## src/rtl/seq_div_pkg.sv

```systemverilog
// Shared types and helpers for the sequential restoring divider.
// Holds the FSM state encoding and the iteration counter sizing.
package seq_div_pkg;

   typedef enum logic [1:0] {
      IDLE = 2'b00,
      RUN  = 2'b01,
      DONE = 2'b10
   } state_t;

   function automatic int cnt_width(input int width);
      return $clog2(width) + 1;
   endfunction

endpackage

```

## src/rtl/div_step.sv

```systemverilog
// One shift-subtract-restore step of a restoring unsigned divider.
// Purely combinational; the caller owns all state.
module div_step #(
   parameter int WIDTH = 4
) (
   input  logic [WIDTH:0]   a,
   input  logic [WIDTH-1:0] q,
   input  logic [WIDTH-1:0] m,
   output logic [WIDTH:0]   a_next,
   output logic [WIDTH-1:0] q_next
);

   logic [2*WIDTH:0] sh;
   logic [WIDTH:0]   a_sh;
   logic [WIDTH:0]   t;

   assign sh   = {a, q} << 1;
   assign a_sh = sh[2*WIDTH:WIDTH];
   assign t    = a_sh - {1'b0, m};

   // A negative trial difference restores the shifted partial remainder.
   always_comb begin
      a_next = a_sh;
      q_next = sh[WIDTH-1:0];
      if (!t[WIDTH]) begin
         a_next    = t;
         q_next[0] = 1'b1;
      end
   end

endmodule

```

## src/rtl/seq_divider.sv

```systemverilog
// Sequential restoring unsigned divider, one quotient bit per clock.
// Start/busy/done handshake with abort and divide-by-zero shortcut.
module seq_divider #(
   parameter int WIDTH = 4
) (
   input  logic             clk,
   input  logic             rst,
   input  logic             start,
   input  logic             abort,
   input  logic [WIDTH-1:0] dividend,
   input  logic [WIDTH-1:0] divisor,
   output logic [WIDTH-1:0] quotient,
   output logic [WIDTH-1:0] remainder,
   output logic             busy,
   output logic             done,
   output logic             div_by_zero
);

   import seq_div_pkg::*;

   localparam int CNT_W = cnt_width(WIDTH);

   state_t           state;
   logic [WIDTH:0]   a;
   logic [WIDTH-1:0] q;
   logic [WIDTH-1:0] m;
   logic [CNT_W-1:0] count;
   logic [WIDTH:0]   a_next;
   logic [WIDTH-1:0] q_next;
   logic             last;
   logic             zero;

   div_step #(.WIDTH(WIDTH)) u_step (
      .a      (a),
      .q      (q),
      .m      (m),
      .a_next (a_next),
      .q_next (q_next)
   );

   assign last = (count == CNT_W'(WIDTH - 1));
   assign zero = (divisor == '0);

   always_ff @(posedge clk) begin
      if (rst) begin
         state       <= IDLE;
         a           <= '0;
         q           <= '0;
         m           <= '0;
         count       <= '0;
         quotient    <= '0;
         remainder   <= '0;
         busy        <= 1'b0;
         done        <= 1'b0;
         div_by_zero <= 1'b0;
      end else begin
         unique case (state)
            IDLE, DONE: begin
               if (start) begin
                  m           <= divisor;
                  q           <= dividend;
                  a           <= '0;
                  count       <= '0;
                  div_by_zero <= zero;
                  // A zero divisor skips iteration and reports at once.
                  if (zero) begin
                     state     <= DONE;
                     quotient  <= '1;
                     remainder <= dividend;
                     busy      <= 1'b0;
                     done      <= 1'b1;
                  end else begin
                     state <= RUN;
                     busy  <= 1'b1;
                     done  <= 1'b0;
                  end
               end else begin
                  state <= IDLE;
                  busy  <= 1'b0;
                  done  <= 1'b0;
               end
            end
            RUN: begin
               if (abort) begin
                  state <= IDLE;
                  busy  <= 1'b0;
                  done  <= 1'b0;
               end else begin
                  a     <= a_next;
                  q     <= q_next;
                  count <= count + CNT_W'(1);
                  if (last) begin
                     quotient  <= q_next;
                     remainder <= a_next[WIDTH-1:0];
                     state     <= DONE;
                     busy      <= 1'b0;
                     done      <= 1'b1;
                  end
               end
            end
            default: begin
               state <= IDLE;
               busy  <= 1'b0;
               done  <= 1'b0;
            end
         endcase
      end
   end

endmodule

```

## config.mk

```make
export PLATFORM = sky130hd
export DESIGN_NAME = seq_divider
export DESIGN_NICKNAME = d
export VERILOG_FILES = /design/src/rtl/seq_div_pkg.sv /design/src/rtl/div_step.sv /design/src/rtl/seq_divider.sv
export SDC_FILE = /design/constraint.sdc
export NUM_CORES = 1
export LEC_CHECK = 0
export BUFFER_PORTS_ARGS = -buffer_cell sky130_fd_sc_hd__buf_4
export CAP_MARGIN = 20
export CELL_PAD_IN_SITES_DETAIL_PLACEMENT = 1
export CELL_PAD_IN_SITES_GLOBAL_PLACEMENT = 2
export CORE_UTILIZATION = 25
export CTS_BUF_LIST = sky130_fd_sc_hd__clkbuf_4 sky130_fd_sc_hd__clkbuf_8 sky130_fd_sc_hd__clkbuf_16
export DETAILED_ROUTE_END_ITERATION = 10
export GPL_TIMING_DRIVEN = 0
export PLACE_DENSITY = 0.72
export SYNTH_ARGS = -nofsm -noshare
export SYNTH_HDL_FRONTEND = slang
export SYNTH_HIERARCHICAL = 1
export SYNTH_SLANG_ARGS = --single-unit
```

## constraint.sdc

```tcl
create_clock -name clk -period 5.3 [get_ports clk]
set_input_delay 0.265 -clock clk [delete_from_list [all_inputs] [get_ports clk]]
set_output_delay 0.265 -clock clk [all_outputs]
set_load 0.005 [all_outputs]
```

==> impl_metrics.yaml <==
worst_hold_path:
  hp-class: "input port to flip-flop"
  min_to: "m[1]"
  min_path_cells: 3
  worstHoldStart: "divisor[1]"
detailed_routing:
  first_iter_violations: 19
  ant_nets: 0
  drc_errors: 0
  vias: 1233
  drt-wirelength-per-cell_um: 15.1
  wl_um: 3900
  dr.pass1.iters: 4
  avgViaCountPerCell: 4.78
setup_path:
  rr_endpoint: "a[3]"
  cp-start-kind: "flip-flop"
  cp.required_ns: 5.52
  crit_type: "flip-flop to flip-flop"
  r2r_setup_slack_ns: 2.53
  endpoint_kind: "flip-flop"
  worstPathArrival_ns: 2.99
  path_max_fanout: 8
  reg2reg_from: "q[3]"
  r2r_cells: 14
job:
  cap_viol_max_count: 0
run_status:
  outcome: "finished, final reports clean"
pwr:
  p_leak_uw: 0.000723
  swShare_pct: 28.8
  power.net_switching_uw: 126
  p_comb_share_pct: 22.3
  vdd_drop_max_mv: 0.168
  seq_power_share_pct: 49.8
  powerDensity_nw_per_um2: 246
  clockPowerShare_pct: 27.9
  p_int_uw: 310
sta:
  setup_viol: 0
  period_needed_ns: 2.77
  setup_ws_ns: 2.53
  fin_hold_ws_ns: 0.251
  skew_ns: 0.00208
  fin_crit_sh_pct: 52.2
  slew_headroom_pct: 55.0
  rsz0062_at_grt: "false"
  worstMarginPinSlew_ns: 0.670
  setup-tns-final_ns: 0
  hold_viol: 0
  clock.fmax_mhz: 362
  drv_slew: 0
synth:
  synth_area_per_cell_um2: 9.18
  synth_cells: 161
  netlist_area_um2: 1480
  synthesis.nets: 181
  ys_warn_count: 6
cts:
  clock_path_buffers: 2
  post_cts_buffers: 0
  cts_resized: 0
  htreeDepth: 1
  cts-root-buf: "clkbuf_8"
  cts_tree: "built"
  numCtsBuffers: 3
  clk_latency_ns: 0.28
  cts.sinks: 27
  cts.hold.buffers_added: 0
  path_clk_slew_ns: 0.10
finish:
  instances_no_fill: 258
  multi_input_area_um2: 802
  num-fill-cells: 682
  antenna_cells: 0
  regArea_um2: 541
  drive_above_1_share_pct: 22.6
  area_delta_synth_final_pct: 19.9
  final_util_pct: 31.6
  final_nets: 207
placement:
  dp_hpwl_um: 2930
  portBuffers: 21
  dp_slack_ns: 2.56
  gp_congestion: 0.689
  dp_cells: 254
floorplanning:
  die_w_um: 78.9
  die_area_um2: 6220
  io_pins: 23
  die_y_um: 78.9
  core_um2: 5610
  start_util_pct: 26.3
  rows: 27
global_routing:
  grt_pass1_vias: 1283
  overflow: 0
  grt_pass1_wl_um: 6710
  grt_use_total_pct: 14.0
  grt_max_degree: 16
  antenna_found_initial: 0
## layout make-up
class | count | area share (%)
Clock buffer | 3 | 2.33
Timing Repair Buffer | 21 | 8.90
Clock inverter | 1 | 0.282
Sequential cell | 27 | 30.5
Buffer | 15 | 4.87
Multi-Input combinational cell | 106 | 45.3
Tap cell | 72 | 5.08
Inverter | 13 | 2.75
## stage by stage
step / cell area [µm²] / power, µW
finish: 1770 / 436
global placement: 1730 / 319
CTS: 1770 / 445
global route: 1770 / 463
floorplan: 1480 / 288
detailed placement: 1730 / 320
## worst max path at each step
stage / from / to / slack [ns]
floorplan: q[3] / a[3] / 2.90
global route: q[3] / a[3] / 2.24
finish: q[3] / a[3] / 2.53
detailed placement: q[3] / a[3] / 2.56
CTS: q[3] / a[3] / 2.51
global placement: q[3] / a[3] / 2.54
## cell usage in the layout, fill, tap and decap left out, types with 2 or more instances in the layout
master / count
dfxtp_1: 27
buf_4: 25
a211oi_1: 17
inv_1: 13
nand2_1: 11
mux2i_1: 10
nor3_1: 8
nor2_1: 8
a21oi_1: 7
a31oi_1: 7
ha_1: 7
nor4bb_1: 6
buf_2: 4
clkbuf_1: 4
nand2b_1: 3
clkbuf_8: 3
clkbuf_2: 2
## routing by layer
layer	track usage [%]	vias up	part of all wire, %
met1	20.2	575	53
met4	2.18	0	0.59
met3	2.76	2	4.0
met2	21.7	21	42
li1	-	635	-
met5	0	-	0
## registers in the layout (all words and copies together) (netlist names)
register	count
count	3
busy	1
remainder	4
q	4
quotient	4
a	4
state	2
m	4
div_by_zero	1
## worst max-delay path, stage by stage, from the launching register on
cell	delay (ns)
dfxtp_1	0.34
inv_1	0.05
ha_1	0.22
fa_1	0.41
inv_1	0.07
a21oi_1	0.06
o21bai_1	0.13
ha_1	0.25
buf_6	0.16
nand3b_1	0.07
or3_1	0.31
nand4_1	0.15
nor4bb_1	0.33
a31oi_1	0.07
nor2_1	0.08
## power by group through the flow
stage | clock network (µW) | logic [µW] | registers (µW)
after global placement | 0 | 97.8 | 221
after floorplan | 0 | 67.4 | 220
after CTS | 129 | 98.8 | 217
final | 121 | 97.3 | 217
after detailed placement | 0 | 97.9 | 222
after global routing | 136 | 109 | 219
(Power assumes the default switching activity.)
